`src/rtl/dp_pkg.sv`:
```
// Shared definitions for the 4-bit datapath sequencer: widths, op-codes, FSM states.
package dp_pkg;

    localparam int unsigned DW  = 4;
    localparam int unsigned AW  = 4;
    localparam int unsigned OPW = 4;

    typedef logic [OPW-1:0] op_t;

    localparam op_t OP_NOP  = 4'h0;
    localparam op_t OP_ADD  = 4'h1;
    localparam op_t OP_SUB  = 4'h2;
    localparam op_t OP_MUL  = 4'h3;
    localparam op_t OP_DIV  = 4'h4;
    localparam op_t OP_AND  = 4'h5;
    localparam op_t OP_OR   = 4'h6;
    localparam op_t OP_XNOR = 4'h7;
    localparam op_t OP_XOR  = 4'h8;
    localparam op_t OP_ROR  = 4'h9;
    localparam op_t OP_ROL  = 4'hA;
    localparam op_t OP_LDR  = 4'hB;
    localparam op_t OP_STR  = 4'hC;
    localparam op_t OP_LDI  = 4'hD;

    typedef enum logic [1:0] {
        S_IDLE = 2'd0,
        S_RD   = 2'd1,
        S_EX   = 2'd2,
        S_WB   = 2'd3
    } state_t;

endpackage

```
`src/rtl/dp_decode.sv`:
```
// Combinational op-code classifier for the sequencer.
module dp_decode
    import dp_pkg::*;
(
    input  op_t  op,
    output logic is_alu,
    output logic is_ldr,
    output logic is_str,
    output logic is_ldi,
    output logic illegal,
    output logic uses_ram
);

    always_comb begin
        is_alu   = (op <= OP_ROL);
        is_ldr   = (op == OP_LDR);
        is_str   = (op == OP_STR);
        is_ldi   = (op == OP_LDI);
        illegal  = !(is_alu || is_ldr || is_str || is_ldi);
        // RAM is read for every legal op except LDI, whose a2 is an immediate
        uses_ram = is_alu || is_ldr || is_str;
    end

endmodule

```
`src/rtl/dp_sequencer.sv`:
```
// Four-state (IDLE/RD/EX/WB) instruction sequencer owning all register-file,
// RAM and ALU control lines of the 4-bit datapath.
module dp_sequencer #(
    parameter int unsigned DW = dp_pkg::DW,
    parameter int unsigned AW = dp_pkg::AW
) (
    input  logic          clk,
    input  logic          rst,
    input  logic          instr_valid,
    input  logic [11:0]   instr,
    output logic          instr_ready,
    output logic [AW-1:0] rf_addr,
    output logic          rf_we,
    output logic [DW-1:0] rf_wdata,
    input  logic [DW-1:0] rf_rdata,
    output logic [AW-1:0] ram_addr,
    output logic          ram_rd,
    output logic          ram_wr,
    output logic [DW-1:0] ram_wdata,
    input  logic [DW-1:0] ram_rdata,
    output logic [3:0]    alu_op,
    output logic [DW-1:0] alu_a,
    output logic [DW-1:0] alu_b,
    input  logic [DW-1:0] alu_y,
    output logic          done,
    output logic [DW-1:0] result,
    output logic          err
);
    import dp_pkg::*;

    localparam int unsigned IW = 12;

    state_t        state_q, state_d;
    logic [IW-1:0] instr_q, instr_d;
    logic [DW-1:0] opa_q, opa_d, opb_q, opb_d;
    logic          ready_q, ready_d;
    logic [AW-1:0] rf_addr_q, rf_addr_d, ram_addr_q, ram_addr_d;
    logic          ram_rd_q, ram_rd_d, rf_we_q, rf_we_d, ram_wr_q, ram_wr_d;
    logic          done_q, done_d, err_q, err_d;
    logic [DW-1:0] ram_wdata_q, ram_wdata_d, result_q, result_d;
    op_t           alu_op_q, alu_op_d;

    op_t           op_sel;
    logic          is_alu, is_ldr, is_str, is_ldi, illegal, uses_ram;
    logic          accept;
    logic [DW-1:0] wb_data;

    // In IDLE decode the offered word so RD strobes can be registered on the accepting edge
    assign accept = (state_q == S_IDLE) && instr_valid && ready_q;
    assign op_sel = (state_q == S_IDLE) ? op_t'(instr[11:8]) : op_t'(instr_q[11:8]);

    dp_decode u_decode (
        .op       (op_sel),
        .is_alu   (is_alu),
        .is_ldr   (is_ldr),
        .is_str   (is_str),
        .is_ldi   (is_ldi),
        .illegal  (illegal),
        .uses_ram (uses_ram)
    );

    // Write-back value; a zero divisor forces 0 regardless of what the ALU returns
    always_comb begin
        wb_data = alu_y;
        if (is_ldr || is_ldi) begin
            wb_data = opb_q;
        end else if ((op_t'(instr_q[11:8]) == OP_DIV) && (opb_q == '0)) begin
            wb_data = '0;
        end
    end

    always_comb begin
        state_d     = state_q;
        instr_d     = instr_q;
        opa_d       = opa_q;
        opb_d       = opb_q;
        ready_d     = ready_q;
        rf_addr_d   = rf_addr_q;
        ram_addr_d  = ram_addr_q;
        ram_rd_d    = 1'b0;
        rf_we_d     = 1'b0;
        ram_wr_d    = 1'b0;
        ram_wdata_d = ram_wdata_q;
        alu_op_d    = alu_op_q;
        done_d      = 1'b0;
        err_d       = 1'b0;
        result_d    = result_q;
        case (state_q)
            S_IDLE: begin
                ready_d = 1'b1;
                if (accept) begin
                    instr_d    = instr;
                    state_d    = S_RD;
                    ready_d    = 1'b0;
                    rf_addr_d  = AW'(instr[7:4]);
                    ram_addr_d = AW'(instr[3:0]);
                    ram_rd_d   = uses_ram;
                end
            end
            S_RD: begin
                state_d  = S_EX;
                alu_op_d = is_alu ? op_sel : OP_NOP;
            end
            S_EX: begin
                state_d = S_WB;
                opa_d   = rf_rdata;
                opb_d   = is_ldi ? DW'(instr_q[3:0]) : ram_rdata;
                rf_we_d = is_alu || is_ldr || is_ldi;
                ram_wr_d = is_str;
                if (is_str) begin
                    ram_wdata_d = rf_rdata;
                end
                done_d = 1'b1;
                err_d  = illegal || ((op_sel == OP_DIV) && (ram_rdata == '0));
            end
            S_WB: begin
                state_d = S_IDLE;
                ready_d = 1'b1;
                if (rf_we_q) begin
                    result_d = wb_data;
                end else if (ram_wr_q) begin
                    result_d = ram_wdata_q;
                end
            end
            default: begin
                state_d = S_IDLE;
            end
        endcase
    end

    always_ff @(posedge clk or posedge rst) begin
        if (rst) begin
            state_q     <= S_IDLE;
            instr_q     <= '0;
            opa_q       <= '0;
            opb_q       <= '0;
            ready_q     <= 1'b0;
            rf_addr_q   <= '0;
            ram_addr_q  <= '0;
            ram_rd_q    <= 1'b0;
            rf_we_q     <= 1'b0;
            ram_wr_q    <= 1'b0;
            ram_wdata_q <= '0;
            alu_op_q    <= OP_NOP;
            done_q      <= 1'b0;
            err_q       <= 1'b0;
            result_q    <= '0;
        end else begin
            state_q     <= state_d;
            instr_q     <= instr_d;
            opa_q       <= opa_d;
            opb_q       <= opb_d;
            ready_q     <= ready_d;
            rf_addr_q   <= rf_addr_d;
            ram_addr_q  <= ram_addr_d;
            ram_rd_q    <= ram_rd_d;
            rf_we_q     <= rf_we_d;
            ram_wr_q    <= ram_wr_d;
            ram_wdata_q <= ram_wdata_d;
            alu_op_q    <= alu_op_d;
            done_q      <= done_d;
            err_q       <= err_d;
            result_q    <= result_d;
        end
    end

    assign instr_ready = ready_q;
    assign rf_addr     = rf_addr_q;
    assign rf_we       = rf_we_q;
    assign rf_wdata    = rf_we_q ? wb_data : '0;
    assign ram_addr    = ram_addr_q;
    assign ram_rd      = ram_rd_q;
    assign ram_wr      = ram_wr_q;
    assign ram_wdata   = ram_wdata_q;
    assign alu_op      = alu_op_q;
    assign alu_a       = opa_q;
    assign alu_b       = opb_q;
    assign done        = done_q;
    assign result      = result_q;
    assign err         = err_q;

endmodule

```
`config.mk`:
```
export PLATFORM = sky130hd
export DESIGN_NAME = dp_sequencer
export DESIGN_NICKNAME = d
export VERILOG_FILES = /design/src/rtl/dp_pkg.sv /design/src/rtl/dp_decode.sv /design/src/rtl/dp_sequencer.sv
export SDC_FILE = /design/constraint.sdc
export NUM_CORES = 1
export LEC_CHECK = 0
export ABC_CLOCK_PERIOD_IN_PS = 7100
export CAP_MARGIN = 20
export CELL_PAD_IN_SITES_DETAIL_PLACEMENT = 1
export CELL_PAD_IN_SITES_GLOBAL_PLACEMENT = 1
export CORE_ASPECT_RATIO = 0.9
export CORE_MARGIN = 1
export CORE_UTILIZATION = 30
export DETAILED_ROUTE_END_ITERATION = 6
export PLACE_DENSITY = 0.69
export SKIP_CTS_REPAIR_TIMING = 1
export SYNTH_ARGS = -nofsm -noshare
export SYNTH_HDL_FRONTEND = slang
export SYNTH_SLANG_ARGS = --single-unit
```
`constraint.sdc`:
```
create_clock -name clk -period 7.1 [get_ports clk]
set_input_delay 1.775 -clock clk [delete_from_list [all_inputs] [get_ports clk]]
set_output_delay 1.775 -clock clk [all_outputs]
set_load 0.05 [all_outputs]
```
; ---- Word level (Yosys, flattened, before mapping)
; Cells that the tools add are included.
[totals]
ff_bits = 48
inputBits = 27
out_inout_bits = 38
word_cells = 62
[classes]
n_lt_le_gt_ge = 1
n_eq_ne = 9
n_mux = 18
n_reduce_logical = 19
[op_table]
columns = cell, count
row1 = 4-bit 2-to-1 mux, 8
row2 = "4-bit == test, second input constant", 3
row3 = "4-bit by 3-bit == test with 1-bit output, second input constant", 2
row4 = 4-bit logical NOT, 2
row5 = 2-bit one-hot mux with 4 select lines, 1
row6 = 1-bit 2-to-1 mux, 7
row7 = 1-bit logical OR, 6
row8 = 2-bit AND reduction, 3
row9 = "2-bit == test, second input constant", 2
row10 = "4-bit less-or-equal comparator, second input constant", 1
row11 = 1-bit logical AND, 4
row12 = 2-bit nonzero test, 2
row13 = "2-bit by 1-bit == test with 1-bit output, second input constant", 1
row14 = 2-bit logical NOT, 1
row15 = 2-bit 2-to-1 mux, 1
row16 = "2-bit inequality test, second input constant", 1
row17 = 1-bit one-hot mux with 2 select lines, 1
row18 = 1-bit logical NOT, 1

; ---- Logic depth before layout (Yosys ltp)
; Gate-level depths: netlist of the first run.
[depth]
word_depth = 9
mapped_depth = 8
ltp_nobuf = 7

; ---- By module
; Synthesis of the first run repeated with hierarchy kept, for this count alone.
[unflattened]
hier_cells = 172
hier_area_um2 = 1969.4
[modules_own_cells]
columns = module, n_inst, cells_per_inst, area_per_inst_um2, seq_area_each_um2
row1 = dp_sequencer, 1, 164, 1910.6, 1001.0
row2 = dp_decode, 1, 8, 58.8, 0.0

; ---- Least setup slack after synthesis of the first run
; Ideal clock, no wire load.
[synth_path]
path_kind = input to output
start = input instr[9]
end = output rf_wdata[0]
t_arrival_ns = 3.513
required_ns = 5.325
setup_slack_ns = 1.812
stages = 5
path_buffers = 0
cell_sequence = mux2_2 a211oi_2 a31oi_4 mux2i_1 nor2b_1
[synth_between]
elab_chain_len = 5
elab_cells_between_ends = 6
cone_classes = 2 x eq/ne / 3 x mux / 1 x reduce/logical
[synth_lines]
columns = item, line
row1 = from (decl), dp_sequencer.sv:10  ; input logic [11:0] instr,
row2 = 4-bit 2-to-1 mux *, dp_sequencer.sv:50  ; assign op_sel = (state_q == S_IDLE) ? op_t'(instr[11:8]) : op_t'(instr_q[11:8]);
row3 = "4-bit == test, on equally long branches", "dp_decode.sv:16, dp_decode.sv:18"
row4 = 1-bit logical OR *, dp_sequencer.sv:65  ; if (is_ldr || is_ldi) begin
row5 = 4-bit 2-to-1 mux *, dp_sequencer.sv:65
row6 = 4-bit 2-to-1 mux *, dp_sequencer.sv:170  ; assign rf_wdata = rf_we_q ? wb_data : '0;
row7 = to (decl), dp_sequencer.sv:14  ; output logic [DW-1:0] rf_wdata,
; Every way passes the cells marked *; elsewhere a longest branch is shown, timed or not.

; ---- Worst setup path after layout of the first run
[layout_path]
start = input instr[9]
end = output rf_wdata[3]
; Same word-level chain as after synthesis.

==> flow_summary_export.csv, run 1 <==
group,metric,value,unit
detailed_routing,routedWlPerCell,14.88,um
detailed_routing,drcViolationCount,0,
status,status,"completed",
clocking,cts_buffers,5,
placed_design,port_buffers,64,
sta,whs,512.7,ps
die,initial_utilization,31.65,%
clocking,cts_tree,"done",
detailed_routing,detail_route.first_pass.iterations,4,
logic_synthesis,yosysUniqueCellTypes,33,
sta,finClkSkew,7.207,ps
setup_path,critPathMaxStageDelay,810,ps
die,io_pins,65,
sta,worst_slew_pin_slew,719.4,ps
power,sw_frac_of_total,47.66,%
sta,finalCritPeriodShare,86.12,%
clocking,clock_path_buffers,2,
detailed_routing,routed_via_density,4.652,
detailed_routing,finalWirelength,4703,um
sta,fin_setup_tns,0,ps
detailed_routing,via_count,1470,
die,die_height,79.04,um
logic_synthesis,ys_warn_count,0,
logic_synthesis,synthAdderAreaFrac,3.163,%
logic_synthesis,synth_mux_area_share,19.23,%
power,intPower,784.7,uW
placed_design,place_hpwl,3591,um
sta,hold_viol_final,0,
power,p_leak,1.154,nW
logic_synthesis,ys_seq_area_share,50.60,%
layout,syn2layout_area_growth,40.42,%
power,p_sw,714.6,uW
logic_synthesis,syn_avg_cell_area,11.64,um^2
placed_design,post_dp_cell_area,2651,um^2
power,ir_drop,0.2059,mV
clocking,clkSinkCount,40,
setup_path,worstPathArrival,4340,ps
logic_synthesis,synthSimpleGateAreaFrac,11.64,%
setup_path,crit_chain,"clkdlybuf4s50_1 > mux2_2 > a211oi_2 > a31oi_4 > mux2i_1 > nor2b_1 > clkdlybuf4s50_1",
sta,relSlewSlack,51.90,%
layout,final_common_cell,"clkdlybuf4s50_1",
clocking,cts_root_buffer,"clkbuf_8",
layout,drive_gt1_share,16.16,%
sta,setup_viol_count_final,0,
logic_synthesis,netlist_area,1978,um^2
sta,rsz0062_at_grt,"false",
setup_path,critPathTopFamily,"buffers and inverters",
logic_synthesis,synth_edf_count,0,
power,pwr-share-clk,13.5,%
detailed_routing,dr.first_iter.drc_count,60,
die,dieArea,6923,um^2
layout,fin_nets,260,
setup_path,crit_path_start_kind,"primary input",
worst_hold_path,hold_class,"reg -> reg",
setup_path,worstPathRequired,5330,ps
logic_synthesis,netlist_instances,170,
global_route,grt-ovfl-total,0,
clocking,cts.htree.levels,2,
power,combPwrFrac,58.8,%
setup_path,worstSetupPathType,"in -> out",
global_route,grt_max_degree,41,
sta,timing.final.max_slew_violations,0,
layout,post-route-util,44.44,%
run,max-cap-violations,0,
power,power_density,539.8,nW/um^2
placed_design,gp_congestion,0.7378,
die,num_rows,27,
global_route,grt_util_all_layers,15.32,%
setup_path,slowest_stage,"clkdlybuf4s50_1",
setup_path,path_buf_inv,2,
logic_synthesis,synth_ff_type,"dfrtp_1",
clocking,cts.reportedPaths.clkPinSlew,70,ps
logic_synthesis,syn_nets,202,
sta,period_minus_slack,6114,ps
detailed_routing,ant_nets,0,
layout,final_cell_mix,"clkdlybuf4s50_1 (64), dfrtp_1 (40), mux2_2 (24), mux2i_1 (11), o21ai_0 (9)",
global_route,grt_pass1_vias,1520,
power,p_seq_share,27.8,%
logic_synthesis,synth_top_family_by_area,"multiplexers",
layout,fin_area,2778,um^2
global_route,antenna_found_initial,0,
die,die_w,87.60,um
clocking,insertion_delay,290,ps
die,core_area,6250,um^2
logic_synthesis,synth_compound_area_share,9.804,%
setup_path,path_max_fanout,5,
logic_synthesis,async_flop_share,100.0,%
logic_synthesis,synth_xor_area_share,0,%
sta,max_freq,163.6,MHz
global_route,grt_pass1_wl,7948,um
setup_path,crit_path_end_kind,"primary output",
layout,n_antenna_cell,0,
setup_path,crit_top_cell,"clkdlybuf4s50_1",
logic_synthesis,ys_ff_latch,40,
synth_stat cells (5+ instances only):
master    number  area share (%)
buf_4          8             3.0
ha_1           5             3.2
nand2_1        7             1.3
nor2b_1        7             2.2
clkbuf_1       5            0.95
a21oi_1        7             1.8
mux2i_1       11             5.6
nor2_1         5            0.95
mux2_2        24              14
inv_1          7             1.3
dfrtp_1       40              51
o21ai_0        9             2.3
nand2b_1       5             1.6
logic make-up after synthesis:
| logic type | after synthesis |
|---|---|
| AO/OA/AOI/OAI | 29 |
| multiplexers | 35 |
| flip-flops | 40 |
| buffers and inverters | 21 |
| adder cells (fa/ha/maj) | 5 |
| AND/OR/NAND/NOR | 40 |
cell type report:
type | count | area, um^2
clock buffer | 7 | 96.34
clock inverter | 1 | 30.03
fill | 680 | 3472
inverter | 7 | 26.28
multi-input combinational | 109 | 867.1
sequential | 40 | 1001
tap | 87 | 108.9
timing repair buffer | 65 | 648.1
state kept, by name, summed over array words and instances (netlist names):
name,flops
done,1
result,4
alu_a,4
instr_q,12
ram_rd,1
rf_we,1
state_q,2
ram_wr,1
instr_ready,1
alu_b,4
ram_wdata,4
alu_op,4
err,1
per-stage QoR:
step                      worst slack, ps  total power, mW  std cells
final                               985.6            1.499        316
after detailed placement            973.0            1.309        308
after global routing                806.0            1.594        316
after CTS                           965.8            1.518        316
after floorplan                      1812            1.057        170
after global placement               1001            1.296        308
layer usage:
| layer | global-route usage [%] | wire (um) | up-vias |
|---|---|---|---|
| met5 | 0 | 0 | - |
| met4 | 5.902 | 87 | 0 |
| met3 | 4.678 | 237 | 5 |
| met2 | 22.03 | 2060 | 40 |
| met1 | 21.40 | 2317 | 712 |
| li1 | - | - | 713 |
power by group through the flow:
stage | Combinational [mW] | Clock [mW] | Sequential, mW
detailed placement | 0.887 | 0 | 0.422
global route | 0.941 | 0.220 | 0.433
CTS | 0.889 | 0.210 | 0.418
finish | 0.881 | 0.202 | 0.417
floorplan | 0.444 | 0 | 0.613
global placement | 0.878 | 0 | 0.418
worst reg2reg max path: stages, from the launching register on:
cell,delay (ps)
dfrtp_1,410
inv_1,140
ha_1,470
mux2_2,460
a211oi_2,530
a31oi_4,130
mux2i_1,250
o221ai_1,170
path summary, 6_finish.rpt:
check / slack (ps) / start / endpoint / cells past startpoint
min in group asynchronous: 1900 / rst / done / 3
max in group asynchronous: 4840 / rst / instr_q[10] / 3
worst min register to register: 510 / instr_q[5] / instr_q[5] / 1
worst max-delay path: 990 / instr[9] / rf_wdata[3] / 7
worst min-delay path: 510 / instr_q[5] / instr_q[5] / 1
worst max register to register: 4420 / state_q[0] / result[0] / 7
No activity file was read; power rests on OpenSTA's default activity.
==> run 2, diff against run 1 <==
==> constraint.sdc (replaced) <==
create_clock -name clk -period 7.1 [get_ports clk]
set_input_delay 1.065 -clock clk [delete_from_list [all_inputs] [get_ports clk]]
set_output_delay 1.065 -clock clk [all_outputs]
set_load 0.05 [all_outputs]
==> flow_summary_export.csv, run 2 (same netlist as run 1, synthesis figures left out) <==
group,metric,value,unit
layout,register_area,1001,um^2
layout,fin_area,2778,um^2
detailed_routing,dr.first_iter.drc_count,78,
sta,fin_setup_tns,0,ps
sta,timing.final.max_slew_violations,0,
setup_path,path_max_fanout,5,
status,status,"completed",
power,p_sw,713.3,uW
layout,final_cell_mix,"clkdlybuf4s50_1 (64), dfrtp_1 (40), mux2_2 (24), mux2i_1 (11), o21ai_0 (9)",
sta,relSlewSlack,48.51,%
die,io_pins,65,
die,initial_utilization,31.65,%
setup_path,worstPathRequired,6030,ps
power,p_leak,1.154,nW
sta,rsz0062_at_grt,"false",
clocking,insertion_delay,290,ps
global_route,antenna_found_initial,0,
placed_design,post_dp_cell_area,2651,um^2
setup_path,crit_path_start_kind,"primary input",
sta,finalCritPeriodShare,66.04,%
detailed_routing,routedWlPerCell,14.87,um
global_route,grt_pass1_vias,1568,
die,die_w,87.60,um
placed_design,port_buffers,64,
power,ir_drop,0.1884,mV
placed_design,preCtsSetupSlack,2383,ps
layout,largest_reg_flops,12,
layout,fill_cells,671,
clocking,clock_path_buffers,2,
run,max-cap-violations,0,
layout,final_common_cell,"clkdlybuf4s50_1",
placed_design,gp_congestion,0.7399,
placed_design,post-place-cells,308,
clocking,cts.reportedPaths.clkPinSlew,70,ps
detailed_routing,detail_route.first_pass.iterations,4,
setup_path,worstPathArrival,3620,ps
power,sw_frac_of_total,47.61,%
layout,fin_nets,260,
worst_hold_path,hold_class,"reg -> reg",
clocking,cts.htree.levels,2,
detailed_routing,finalWirelength,4698,um
sta,period_minus_slack,4689,ps
clocking,cts_buffers,5,
layout,syn2layout_area_growth,40.42,%
global_route,grt_max_degree,41,
clocking,cts_root_buffer,"clkbuf_8",
sta,worst_slew_pin_slew,770.1,ps
global_route,grt-ovfl-total,0,
sta,max_freq,213.3,MHz
power,pwr-share-clk,13.4,%
power,p_seq_share,27.7,%
power,combPwrFrac,58.8,%
power,intPower,784.7,uW
clocking,clkSinkCount,40,
detailed_routing,drcViolationCount,0,
sta,hold_viol_final,0,
die,die_height,79.04,um
setup_path,crit_path_end_kind,"primary output",
detailed_routing,ant_nets,0,
power,power_density,539.3,nW/um^2
layout,multi_input_area,867.1,um^2
detailed_routing,via_count,1476,
die,core_area,6250,um^2
placed_design,place_hpwl,3625,um
sta,finClkSkew,4.761,ps
detailed_routing,routed_via_density,4.671,
setup_path,worstSetupPathType,"in -> out",
die,dieArea,6923,um^2
clocking,cts_tree,"done",
die,num_rows,27,
global_route,grt_util_all_layers,14.99,%
sta,setup_viol_count_final,0,
sta,finalWorstSetupSlack,2411,ps
setup_path,r2r_slack,4420,ps
layout,top_register,"instr_q",
layout,post-route-util,44.44,%
layout,n_antenna_cell,0,
layout,drive_gt1_share,16.16,%
layout,fin_cells,316,
global_route,grt_pass1_wl,7803,um
[run 2: cell counts in the layout (fill, tap and decap cells not counted)]
Identical to the previous run, type by type.
[run 2: power by group through the flow]
stage | clock network, mW | logic, mW | registers [mW]
after global routing | 0.219 | 0.939 | 0.431
after detailed placement | 0 | 0.887 | 0.422
final | 0.201 | 0.881 | 0.415
after floorplan | 0 | 0.444 | 0.613
after CTS | 0.209 | 0.890 | 0.418
after global placement | 0 | 0.878 | 0.418
[run 2: metal layers]
layer / track usage, % / vias to the layer above / wire length (um)
met5: 0 / - / 0
met4: 5.902 / 0 / 75
met3: 3.638 / 7 / 210
met2: 21.88 / 42 / 2037
met1: 21.24 / 713 / 2375
li1: - / 714 / -
[run 2: critical path: stages]
cell	delay (ps)
clkdlybuf4s50_1	440
mux2_2	340
a211oi_2	550
a31oi_4	120
mux2i_1	190
nor2b_1	120
clkdlybuf4s50_1	800
[run 2: area by class of cell]
| type | instances | share of cell area (%) |
|---|---|---|
| Sequential cell | 40 | 36.04 |
| Inverter | 7 | 0.9459 |
| Clock inverter | 1 | 1.081 |
| Clock buffer | 7 | 3.468 |
| Tap cell | 87 | 3.919 |
| Timing Repair Buffer | 65 | 23.33 |
| Multi-Input combinational cell | 109 | 31.22 |
[run 2: path summary, 6_finish.rpt]
check | startpoint | end | cells after the start
max in group asynchronous | rst | ram_rd | 3
min in group asynchronous | rst | done | 3
max | instr[9] | rf_wdata[0] | 7
min reg2reg | instr_q[5] | instr_q[5] | 1
max reg2reg | state_q[0] | result[0] | 7
min | instr_q[5] | instr_q[5] | 1
[run 2: through the flow]
step	total power, mW	hold WS, ps
2_1_floorplan	1.057	480.7
3_3_place_gp	1.296	490.2
3_5_place_dp	1.309	496.2
4_1_cts	1.517	514.2
5_1_grt	1.590	529.9
6_report	1.498	510.3
